File: config.mk
export PLATFORM = sky130hd
export DESIGN_NAME = hazard_forward_unit
export DESIGN_NICKNAME = d
export VERILOG_FILES = /design/src/rtl/core_ctrl_pkg.sv /design/src/rtl/operand_lock_slot.sv /design/src/rtl/hazard_forward_unit.sv
export SDC_FILE = /design/constraint.sdc
export NUM_CORES = 1
export LEC_CHECK = 0
export CAP_MARGIN = 20
export CORE_MARGIN = 8
export CORE_UTILIZATION = 41
export CTS_CLUSTER_SIZE = 40
export DETAILED_ROUTE_END_ITERATION = 10
export GPL_ROUTABILITY_DRIVEN = 0
export PLACE_DENSITY = 0.76
export SLEW_MARGIN = 0
export SYNTH_ARGS = -nofsm -noshare
export SYNTH_HDL_FRONTEND = slang
export SYNTH_SLANG_ARGS = --single-unit
File: constraint.sdc
create_clock -name clk -period 2.9 [get_ports clk]
set_clock_uncertainty 0.15 [all_clocks]
set_input_delay 0.58 -clock clk [delete_from_list [all_inputs] [get_ports clk]]
set_output_delay 0.58 -clock clk [all_outputs]
set_load 0.02 [all_outputs]
File: src/rtl/core_ctrl_pkg.sv
// Shared definitions for the core's hazard and forwarding control:
// forward-select encoding, load-use FSM states and default widths.
package core_ctrl_pkg;

  localparam int XLEN_DEF      = 32;
  localparam int REG_IDX_W_DEF = 5;
  localparam int CNT_W_DEF     = 32;

  localparam logic [1:0] FWD_RF   = 2'd0;
  localparam logic [1:0] FWD_MEM  = 2'd1;
  localparam logic [1:0] FWD_WB   = 2'd2;
  localparam logic [1:0] FWD_LOCK = 2'd3;

  typedef enum logic {
    IDLE     = 1'b0,
    LU_STALL = 1'b1
  } lu_state_e;

endpackage

File: src/rtl/operand_lock_slot.sv
// One EX operand: forward-select priority plus a lock register that keeps the
// WB-forwarded value alive while the pipeline is frozen.
module operand_lock_slot
  import core_ctrl_pkg::*;
#(
  parameter int XLEN      = XLEN_DEF,
  parameter int REG_IDX_W = REG_IDX_W_DEF
) (
  input  logic                 clk,
  input  logic                 rst,
  input  logic [REG_IDX_W-1:0] ex_rs_index,
  input  logic [REG_IDX_W-1:0] mem_rd_index,
  input  logic                 mem_regfile_en,
  input  logic [REG_IDX_W-1:0] wb_rd_index,
  input  logic                 wb_regfile_en,
  input  logic [XLEN-1:0]      wb_data,
  input  logic                 pipe_freeze,
  output logic [1:0]           fwd_sel,
  output logic [XLEN-1:0]      lock_data
);

  logic       lock_valid;
  logic       mem_hit;
  logic       wb_hit;
  logic [1:0] sel;

  // x0 is hardwired zero, so a write to it must never be forwarded.
  assign mem_hit = mem_regfile_en && (mem_rd_index != '0) && (mem_rd_index == ex_rs_index);
  assign wb_hit  = wb_regfile_en && (wb_rd_index != '0) && (wb_rd_index == ex_rs_index);

  always_comb begin
    sel = FWD_RF;
    if (lock_valid) begin
      sel = FWD_LOCK;
    end else if (mem_hit) begin
      sel = FWD_MEM;
    end else if (wb_hit) begin
      sel = FWD_WB;
    end
  end

  assign fwd_sel = rst ? sel : FWD_RF;

  // Capture only on the first frozen edge; later edges would see a retired WB.
  always_ff @(posedge clk or negedge rst) begin
    if (!rst) begin
      lock_valid <= 1'b0;
      lock_data  <= '0;
    end else if (pipe_freeze) begin
      if (!lock_valid && (sel == FWD_WB)) begin
        lock_valid <= 1'b1;
        lock_data  <= wb_data;
      end
    end else begin
      lock_valid <= 1'b0;
    end
  end

endmodule

File: src/rtl/hazard_forward_unit.sv
// Load-use bubble insertion, EX operand forwarding selects and frozen-pipeline
// operand locks for the 5-stage core.
module hazard_forward_unit
  import core_ctrl_pkg::*;
#(
  parameter int XLEN      = XLEN_DEF,
  parameter int REG_IDX_W = REG_IDX_W_DEF,
  parameter int CNT_W     = CNT_W_DEF
) (
  input  logic                 clk,
  input  logic                 rst,
  input  logic [REG_IDX_W-1:0] id_rs1_index,
  input  logic [REG_IDX_W-1:0] id_rs2_index,
  input  logic                 id_rs1_used,
  input  logic                 id_rs2_used,
  input  logic [REG_IDX_W-1:0] ex_rs1_index,
  input  logic [REG_IDX_W-1:0] ex_rs2_index,
  input  logic [REG_IDX_W-1:0] ex_rd_index,
  input  logic                 ex_is_load,
  input  logic                 ex_regfile_en,
  input  logic [REG_IDX_W-1:0] mem_rd_index,
  input  logic                 mem_regfile_en,
  input  logic [REG_IDX_W-1:0] wb_rd_index,
  input  logic                 wb_regfile_en,
  input  logic [XLEN-1:0]      wb_data,
  input  logic                 pipe_freeze,
  output logic                 pc_stall,
  output logic                 ifid_stall,
  output logic                 idex_flush,
  output logic [1:0]           fwd_sel_rs1,
  output logic [1:0]           fwd_sel_rs2,
  output logic [XLEN-1:0]      lock_data_rs1,
  output logic [XLEN-1:0]      lock_data_rs2,
  output logic [CNT_W-1:0]     load_use_count
);

  lu_state_e  state;
  logic       hazard;
  logic       lu_stall;

  assign hazard = ex_is_load && ex_regfile_en && (ex_rd_index != '0) &&
                  ((id_rs1_used && (id_rs1_index == ex_rd_index)) ||
                   (id_rs2_used && (id_rs2_index == ex_rd_index)));

  // In LU_STALL the bubble sits in EX, so the stale hazard must be ignored.
  assign lu_stall   = rst && (state == IDLE) && hazard && !pipe_freeze;
  assign pc_stall   = lu_stall;
  assign ifid_stall = lu_stall;
  assign idex_flush = lu_stall;

  always_ff @(posedge clk or negedge rst) begin
    if (!rst) begin
      state          <= IDLE;
      load_use_count <= '0;
    end else begin
      case (state)
        IDLE: begin
          if (lu_stall) begin
            state <= LU_STALL;
            if (load_use_count != '1) begin
              load_use_count <= load_use_count + 1'b1;
            end
          end
        end
        LU_STALL: begin
          if (!pipe_freeze) begin
            state <= IDLE;
          end
        end
        default: state <= IDLE;
      endcase
    end
  end

  operand_lock_slot #(
    .XLEN      (XLEN),
    .REG_IDX_W (REG_IDX_W)
  ) u_slot_rs1 (
    .clk            (clk),
    .rst            (rst),
    .ex_rs_index    (ex_rs1_index),
    .mem_rd_index   (mem_rd_index),
    .mem_regfile_en (mem_regfile_en),
    .wb_rd_index    (wb_rd_index),
    .wb_regfile_en  (wb_regfile_en),
    .wb_data        (wb_data),
    .pipe_freeze    (pipe_freeze),
    .fwd_sel        (fwd_sel_rs1),
    .lock_data      (lock_data_rs1)
  );

  operand_lock_slot #(
    .XLEN      (XLEN),
    .REG_IDX_W (REG_IDX_W)
  ) u_slot_rs2 (
    .clk            (clk),
    .rst            (rst),
    .ex_rs_index    (ex_rs2_index),
    .mem_rd_index   (mem_rd_index),
    .mem_regfile_en (mem_regfile_en),
    .wb_rd_index    (wb_rd_index),
    .wb_regfile_en  (wb_regfile_en),
    .wb_data        (wb_data),
    .pipe_freeze    (pipe_freeze),
    .fwd_sel        (fwd_sel_rs2),
    .lock_data      (lock_data_rs2)
  );

endmodule

### Word level (Yosys, flattened, before mapping)

Cells that the tools add are included.

* input bits: 76
* register bits: 99
* latch bits: 0
* memory bits (writable): 0
* memories: 0
* memory bits (read-only): 0

* eq/ne operators: 11
* add/subtract/negate cells: 1
* bitwise gates (word level): 1
* reduce and logical (&&, ||, !) cells: 26
* magnitude comparators: 0
* multiply operators: 0
* div/mod/pow operators: 0
* multiplexer cells: 15
* shift operators: 0

Operators by type and width (number)
* $add A32 B1 Y32 const B: 1
* $ne A32 B32 Y1 const B: 1
* $eq A5 B5 Y1: 6
* $logic_and A1 B1 Y1: 16
* $mux W2: 8
* $reduce_bool A5 Y1: 3
* $mux W1: 6
* $eq A2 B2 Y1 const B: 2
* $ne A2 B1 Y1 const B: 2
* $reduce_and A2 Y1: 2
* $logic_not A1 Y1: 3
* $reduce_and A3 Y1: 1
* $pmux W1 S2: 1
* $logic_or A1 B1 Y1: 1
* $not A1 Y1: 1

### Logic depth before layout (Yosys ltp)

Gate-level depths: netlist of the first run.

* depth in word-level cells: 10
* depth in mapped cells: 8
* mapped depth without buffers: 7

### Hierarchy

From an unflattened synthesis of the first run, not the netlist that was laid out.

* cell total of the unflattened synthesis: 364
* area, all modules: 4824.6 um^2

By module, submodules not included
* operand_lock_slot: sequential area each 825.8 um^2, area an instance 1524.0 um^2, cells an instance 96, times used 2
* hazard_forward_unit: sequential area each 825.8 um^2, area an instance 1776.7 um^2, cells an instance 172, times used 1

### Worst setup path before layout of the first run

No wires, ideal clock.

* path kind: input-to-output
* from: input mem_rd_index[0]
* to: output fwd_sel_rs2[1]
* stages on the path: 6
* required time: 2170 ps
* arrival time: 2037 ps
* buffers on the path: 0
* setup slack: 133 ps
* cells stage by stage: or4_1 o21ai_2 nor4_1 nor4_4 nor2_1 nor2b_1

* word-level cells in the longest chain between the ends: 6

RTL lines
* from (decl): RTL line hazard_forward_unit.sv:21 `input logic [REG_IDX_W-1:0] mem_rd_index,`
* $reduce_bool A5 Y1: RTL line operand_lock_slot.sv:28 `assign mem_hit = mem_regfile_en && (mem_rd_index != '0) && (mem_rd_index == ex_rs_index);`
* $logic_and A1 B1 Y1: RTL line operand_lock_slot.sv:28
* $logic_and A1 B1 Y1 *: RTL line operand_lock_slot.sv:28
* $mux W2 *: RTL line operand_lock_slot.sv:35 `end else if (mem_hit) begin`
* $mux W2 *: RTL line operand_lock_slot.sv:33 `if (lock_valid) begin`
* $mux W2 *: RTL line operand_lock_slot.sv:42 `assign fwd_sel = rst ? sel : FWD_RF;`
* to (decl): RTL line hazard_forward_unit.sv:31 `output logic [1:0] fwd_sel_rs2,`

Every way passes the cells marked *; elsewhere a longest branch is shown, timed or not.

### Worst setup path after layout of the first run

* from: input mem_rd_index[4]
* to: output fwd_sel_rs1[1]

* word-level cells in the longest chain between the ends: 6

RTL lines
* $reduce_bool A5 Y1: RTL line operand_lock_slot.sv:28
* $logic_and A1 B1 Y1: RTL line operand_lock_slot.sv:28
* $logic_and A1 B1 Y1 *: RTL line operand_lock_slot.sv:28
* $mux W2 *: RTL line operand_lock_slot.sv:35
* $mux W2 *: RTL line operand_lock_slot.sv:33
* $mux W2 *: RTL line operand_lock_slot.sv:42
* to (decl): RTL line hazard_forward_unit.sv:30 `output logic [1:0] fwd_sel_rs1,`

Marks and branches as above.

==> flow_metrics.env, run 1 <==
export IMPL_track_usage_pct=18.7
export IMPL_drive_above_1_share_pct=27.4
export IMPL_path_common_cell="nor4_4"
export IMPL_max_cap_violations=0
export IMPL_cts_made_buffers=9
export IMPL_holdWs_ns=0.180
export IMPL_grt_pass1_wl_um=21700
export IMPL_violations="negative setup slack"
export IMPL_ys_seq_elements=99
export IMPL_htree_levels=3
export IMPL_port_buffers=178
export IMPL_startpoint_type="input pin"
export IMPL_num_rows=39
export IMPL_die_y_um=123
export IMPL_drc=0
export IMPL_clk_latency_ns=0.35
export IMPL_ios=179
export IMPL_cp_slowest_cell="or4_4"
export IMPL_endpoint_kind="output port"
export IMPL_period_minus_slack_ns=2.91
export IMPL_rsz0062_at_grt="yes"
export IMPL_cts_sinks=99
export IMPL_ir_worst_vdd_v=0.000468
export IMPL_grt_max_degree=73
export IMPL_p_per_area_nw_per_um2=563
export IMPL_yosysSeqAreaShare_pct=53.3
export IMPL_setup_viol=1
export IMPL_vias_per_cell=5.03
export IMPL_outcome="finished, violations left"
export IMPL_crit_path_max_incr_delay_ns=0.54
export IMPL_clkSlewWorstSetupHoldPaths_ns=0.07
export IMPL_synth_area_per_cell_um2=12.9
export IMPL_clockBufferDepth=2
export IMPL_root_buffer="clkbuf_16"
export IMPL_syn_num_nets=437
export IMPL_ys_warnings_count=0
export IMPL_layout_nets=655
export IMPL_synth_top_area_share_pct=53.3
export IMPL_firstDrtPassIters=4
export IMPL_areaGrowthSynthToFinish_pct=54.9
export IMPL_vias=3652
export IMPL_grt_overflow_total=0
export IMPL_synthTopCellsByArea="dfrtp_1 53%, mux2_4 9.7%, xor2_1 8.1%"
export IMPL_worst_slack_ns=-0.00815
export IMPL_wl_per_cell_um=19.1
export IMPL_synth_cells=360
export IMPL_path_delay_family="simple AND/OR/NAND/NOR gates"
export IMPL_worst_pin_slew_ns=0.891
export IMPL_crit_chain="buf_6 > or4_4 > o21ai_4 > nor4_4 > nor4_4 > nor2_2 > nor2b_1 > buf_4"
export IMPL_ant_nets=0
export IMPL_critical_path_max_fanout=2
export IMPL_die_x_um=123
export IMPL_worst_setup_path_type="in2out"
export IMPL_placed_cell_area_um2=6810
export IMPL_multi_input_area_um2=2140
export IMPL_ff_latch_area_um2=2480
export IMPL_slew_violations=0
export IMPL_place_ws_ns=-0.798
export IMPL_start_util_pct=41.4
export IMPL_relSlewSlack_pct=40.6
export IMPL_netlist_area_um2=4650
export IMPL_grt_pass1_vias=3899
export IMPL_finalInstanceArea_um2=7200
export IMPL_crit_buf_inv=2
export IMPL_cellLeakagePower_uw=0.00338
export IMPL_core_area_um2=11200
export IMPL_fin_tns_setup_ns=-0.00815
export IMPL_routed_wl_um=13900
export IMPL_synth_area_leader_cell="dfrtp_1"
export IMPL_tritoncts="yes"
export IMPL_dpl_hpwl_um=10400
export IMPL_crit_required_ns=2.17
export IMPL_arrival_ns=2.18
export IMPL_drtIter0Drc=238
export IMPL_die_area_um2=15000
export IMPL_period_share_pct=100
export IMPL_fmax_ghz=0.344
export IMPL_num_antenna_cells=0
export IMPL_hold_path_class="in2async"
export IMPL_grt_antenna_before_repair=0
export IMPL_synth_cell_type_count=37
export IMPL_hold_violations=0
export IMPL_nFillCells=884
## area by class of cell
type	instances	share of cell area, %
multi-input combinational	243	29.7
inverter	2	0.104
tap	143	2.48
clock inverter	6	0.990
sequential	99	34.4
timing repair buffer	223	29.2
clock buffer	10	3.18
## report_power, final
part	internal (µW)	switching [µW]	total, µW
Sequential	1570	118	1690
Combinational	648	514	1160
Clock	678	526	1200
## cells in the final DEF, fill, tap and decap left out, drive strengths merged, types with 3 or more instances in the layout
cell type	netlist	layout
nand2	17	17
nor3	17	17
clkdlybuf4s15	0	3
xor2	43	43
and4	3	3
buf	11	59
nand3	14	14
dfrtp	99	99
or4	5	5
nor2b	5	5
mux2	65	65
and2	4	4
nor4	9	9
inv	2	4
clkbuf	5	14
clkdlybuf4s50	0	151
nand4	11	11
nor2	17	17
dlygate4sd2	0	6
xnor2	18	18
## sequential cells by signal, indices dropped and copies added (netlist names)
register and cells:
load_use_count 32, state 1, u_slot_rs1.lock_data 32, u_slot_rs1.lock_valid 1, u_slot_rs2.lock_data 32, u_slot_rs2.lock_valid 1
## cell families after synthesis
kind of cell               Yosys count  synth area share (%)
xor gates and xnor gates            61                  11.5
and+or+nand+nor                    109                  13.0
muxes                               65                  18.2
DFF                                 99                  53.3
AOI/OAI and AO/OA                    7                  1.10
buffers and inverters               18                  2.69
adders and majority gates            1                 0.269
## Yosys cell counts (all sizes together)
| master | instances |
|---|---|
| o21a | 2 |
| buf | 11 |
| ha | 1 |
| and2 | 4 |
| nand4b | 1 |
| nor2 | 17 |
| xor2 | 43 |
| a211o | 1 |
| and4 | 3 |
| nor3 | 17 |
| xnor2 | 18 |
| nor4 | 9 |
| nand3b | 1 |
| clkbuf | 5 |
| inv | 2 |
| nand2 | 17 |
| and3b | 1 |
| or4 | 5 |
| and3 | 2 |
| or2 | 1 |
| mux2 | 65 |
| nand4 | 11 |
| o21ai | 2 |
| a21o | 1 |
| nor2b | 5 |
| dfrtp | 99 |
| o22ai | 1 |
| nor4b | 1 |
| nand3 | 14 |
## worst paths after layout
path                                               start                                   end  slack, ns  cells past startpoint
hold reg to reg                          state$_DFF_PN0_                       state$_DFF_PN0_       0.34                      1
min in group clk                         state$_DFF_PN0_                       state$_DFF_PN0_       0.34                      1
setup reg to reg           load_use_count[0]$_DFFE_PN0P_        load_use_count[26]$_DFFE_PN0P_       0.74                      6
max in group asynchronous                            rst  u_slot_rs2.lock_data[12]$_DFFE_PN0P_       1.63                      2
setup / recovery                         mem_rd_index[4]                        fwd_sel_rs1[1]     -0.008                      8
hold / removal                                       rst        load_use_count[31]$_DFFE_PN0P_       0.18                      2
## repair_timing
item	in CTS	in global routing
setup endpoints to repair	8	8
hold buffers	0	0
buffers inserted	11	0
resized for setup	92	13
pin swaps	13	8
## layer usage
layer	routed length, µm	global-route usage (%)	vias up
li1	-	-	1698
met5	0	0	-
met3	958	4.37	14
met2	6850	31.7	136
met4	244	7.16	0
met1	5850	22.6	1804
## per-stage QoR
| stage | utilization [%] | std cells | total power [µW] |
|---|---|---|---|
| after detailed placement | 60.6 | 702 | 2870 |
| after CTS | 64.2 | 728 | 4110 |
| after floorplan | - | 360 | 2200 |
| after global routing | 64.2 | 726 | 4240 |
| final | 64.2 | 726 | 4060 |
| after global placement | 60.6 | 702 | 2830 |
Note: power is estimated with default switching activity, not from simulation.
==> inputs of run 2 (changes only) <==
--- a/config.mk
+++ b/config.mk
@@ -11,6 +11,7 @@
 export CTS_CLUSTER_SIZE = 40
 export DETAILED_ROUTE_END_ITERATION = 10
 export GPL_ROUTABILITY_DRIVEN = 0
+export HOLD_SLACK_MARGIN = 0.06
 export PLACE_DENSITY = 0.76
 export SLEW_MARGIN = 0
 export SYNTH_ARGS = -nofsm -noshare
==> results of run 2 <==
No change in the layout: final DEF, timing and power equal those of run 1.
==> inputs of run 3 (changes only) <==
==> constraint.sdc (replaced) <==
create_clock -name clk -period 3.1 [get_ports clk]
set_clock_uncertainty 0.15 [all_clocks]
set_input_delay 0.62 -clock clk [delete_from_list [all_inputs] [get_ports clk]]
set_output_delay 0.62 -clock clk [all_outputs]
set_load 0.02 [all_outputs]
==> flow_metrics.env, run 3 (same netlist as run 1, synthesis figures left out) <==
export IMPL_violations="negative setup slack"
export IMPL_fmax_ghz=0.321
export IMPL_nFillCells=890
export IMPL_cts_made_buffers=9
export IMPL_hold_violations=0
export IMPL_vias=3637
export IMPL_critical_path_max_fanout=2
export IMPL_holdWs_ns=0.222
export IMPL_die_y_um=123
export IMPL_htree_levels=3
export IMPL_port_buffers=178
export IMPL_drtIter0Drc=196
export IMPL_root_buffer="clkbuf_16"
export IMPL_dpl_hpwl_um=10400
export IMPL_clk_latency_ns=0.34
export IMPL_max_cap_violations=0
export IMPL_ff2ff_setup_slack_ns=0.94
export IMPL_endpoint_kind="output port"
export IMPL_grt_pass1_wl_um=20600
export IMPL_crit_required_ns=2.33
export IMPL_drc=0
export IMPL_mostFrequentLayoutCells="156 x clkdlybuf4s50_1, 99 x dfrtp_1, 43 x xor2_1, 35 x buf_4, 33 x mux2_2"
export IMPL_cp_startpoint="ex_rs1_index[0]"
export IMPL_period_share_pct=101
export IMPL_relSlewSlack_pct=41.4
export IMPL_grt_overflow_total=0
export IMPL_worst_pin_slew_ns=0.879
export IMPL_vias_per_cell=5.08
export IMPL_reg_largest_list="load_use_count (32), u_slot_rs1.lock_data (32), u_slot_rs2.lock_data (32)"
export IMPL_cellLeakagePower_uw=0.00333
export IMPL_r2r_end="load_use_count[26]$_DFFE_PN0P_"
export IMPL_arrival_ns=2.35
export IMPL_period_minus_slack_ns=3.12
export IMPL_num_antenna_cells=0
export IMPL_cts_sinks=99
export IMPL_worst_setup_path_type="in2out"
export IMPL_startpoint_type="input pin"
export IMPL_hold_path_class="in2async"
export IMPL_drive_above_1_share_pct=24.1
export IMPL_place_inst=701
export IMPL_p_per_area_nw_per_um2=519
export IMPL_crit_path_end="fwd_sel_rs1[1]"
export IMPL_setup_viol=1
export IMPL_wl_per_cell_um=18.6
export IMPL_multi_input_area_um2=2110
export IMPL_fin_cells=716
export IMPL_areaGrowthSynthToFinish_pct=52.5
export IMPL_grt_pass1_vias=3716
export IMPL_rsz0062_at_grt="yes"
export IMPL_firstDrtPassIters=4
export IMPL_die_x_um=123
export IMPL_finalPower_uw=3680
export IMPL_tritoncts="yes"
export IMPL_layout_nets=647
export IMPL_fin_tns_setup_ns=-0.0184
export IMPL_core_area_um2=11200
export IMPL_ir_worst_vdd_v=0.000429
export IMPL_hold_buffers=0
export IMPL_die_area_um2=15000
export IMPL_clkSlewWorstSetupHoldPaths_ns=0.07
export IMPL_start_util_pct=41.4
export IMPL_clockBufferDepth=2
export IMPL_track_usage_pct=17.7
export IMPL_routed_wl_um=13300
export IMPL_outcome="finished, violations left"
export IMPL_grt_max_degree=73
export IMPL_rr_worst_depth=6
export IMPL_ff_latch_area_um2=2480
export IMPL_worst_slack_ns=-0.0184
export IMPL_worstReg2RegStart="load_use_count[0]$_DFFE_PN0P_"
export IMPL_mostFrequentLayoutCell="clkdlybuf4s50_1"
export IMPL_num_rows=39
export IMPL_ant_nets=0
export IMPL_slew_violations=0
export IMPL_ios=179
export IMPL_grt_antenna_before_repair=0
## run 3: cell types whose count changed in the layout (fill, tap and decap cells not counted), sizes merged
cell,delta
dlymetal6s2s,+2
clkbuf,+2
bufinv,-1
buf,-17
clkdlybuf4s15,-3
dlygate4sd2,+2
clkdlybuf4s50,+5
## run 3: where the power goes
| part | leakage [µW] | internal (µW) | switching, µW |
|---|---|---|---|
| Sequential | 0.00134 | 1470 | 106 |
| Combinational | 0.00187 | 602 | 475 |
| Clock | 0.000128 | 541 | 483 |
| Total | 0.00333 | 2620 | 1060 |
## run 3: timing repair
action | CTS | global route
buffers inserted | 1 | 1
pin swaps | 6 | 6
gates resized for setup | 44 | 18
endpoints found under the setup margin | 7 | 6
## run 3: layout make-up
cell class | instances | share of cell area [%]
Clock buffer | 9 | 3.17
Tap cell | 143 | 2.52
Timing Repair Buffer | 215 | 28.9
Multi-Input combinational cell | 243 | 29.8
Sequential cell | 99 | 34.9
Clock inverter | 5 | 0.547
Inverter | 2 | 0.106
## run 3: worst min-delay path by stage
stage / from / to / slack (ns) / depth (start not counted)
detailed placement: state$_DFF_PN0_ / state$_DFF_PN0_ / 0.32 / 1
finish: rst / load_use_count[12]$_DFFE_PN0P_ / 0.22 / 2
global placement: state$_DFF_PN0_ / state$_DFF_PN0_ / 0.31 / 1
global route: rst / load_use_count[12]$_DFFE_PN0P_ / 0.25 / 2
CTS: rst / load_use_count[12]$_DFFE_PN0P_ / 0.23 / 2
floorplan: rst / load_use_count[0]$_DFFE_PN0P_ / 0.17 / 0
## run 3: worst max-delay path, stage by stage
cell,delay [ns]
clkdlybuf4s50_1,0.45
xor2_1,0.18
or4_4,0.50
nor4_4,0.23
nor2_1,0.09
nor2b_1,0.12
buf_4,0.16
## run 3: stage by stage
step	area [µm²]	setup WS, ns	utilization [%]
after floorplan	4650	0.253	-
after global placement	6800	-0.662	60.6
after detailed placement	6800	-0.705	60.6
after CTS	7100	-0.0203	63.2
after global routing	7090	-0.0753	63.2
final	7090	-0.0184	63.2
## run 3: routing by layer
layer | wire (µm) | GRT usage, % | part of all wire, %
met5 | 0 | 0 | 0
met4 | 155 | 6.25 | 1.2
met3 | 1150 | 5.43 | 8.7
met2 | 6440 | 28.9 | 48
met1 | 5560 | 21.9 | 42
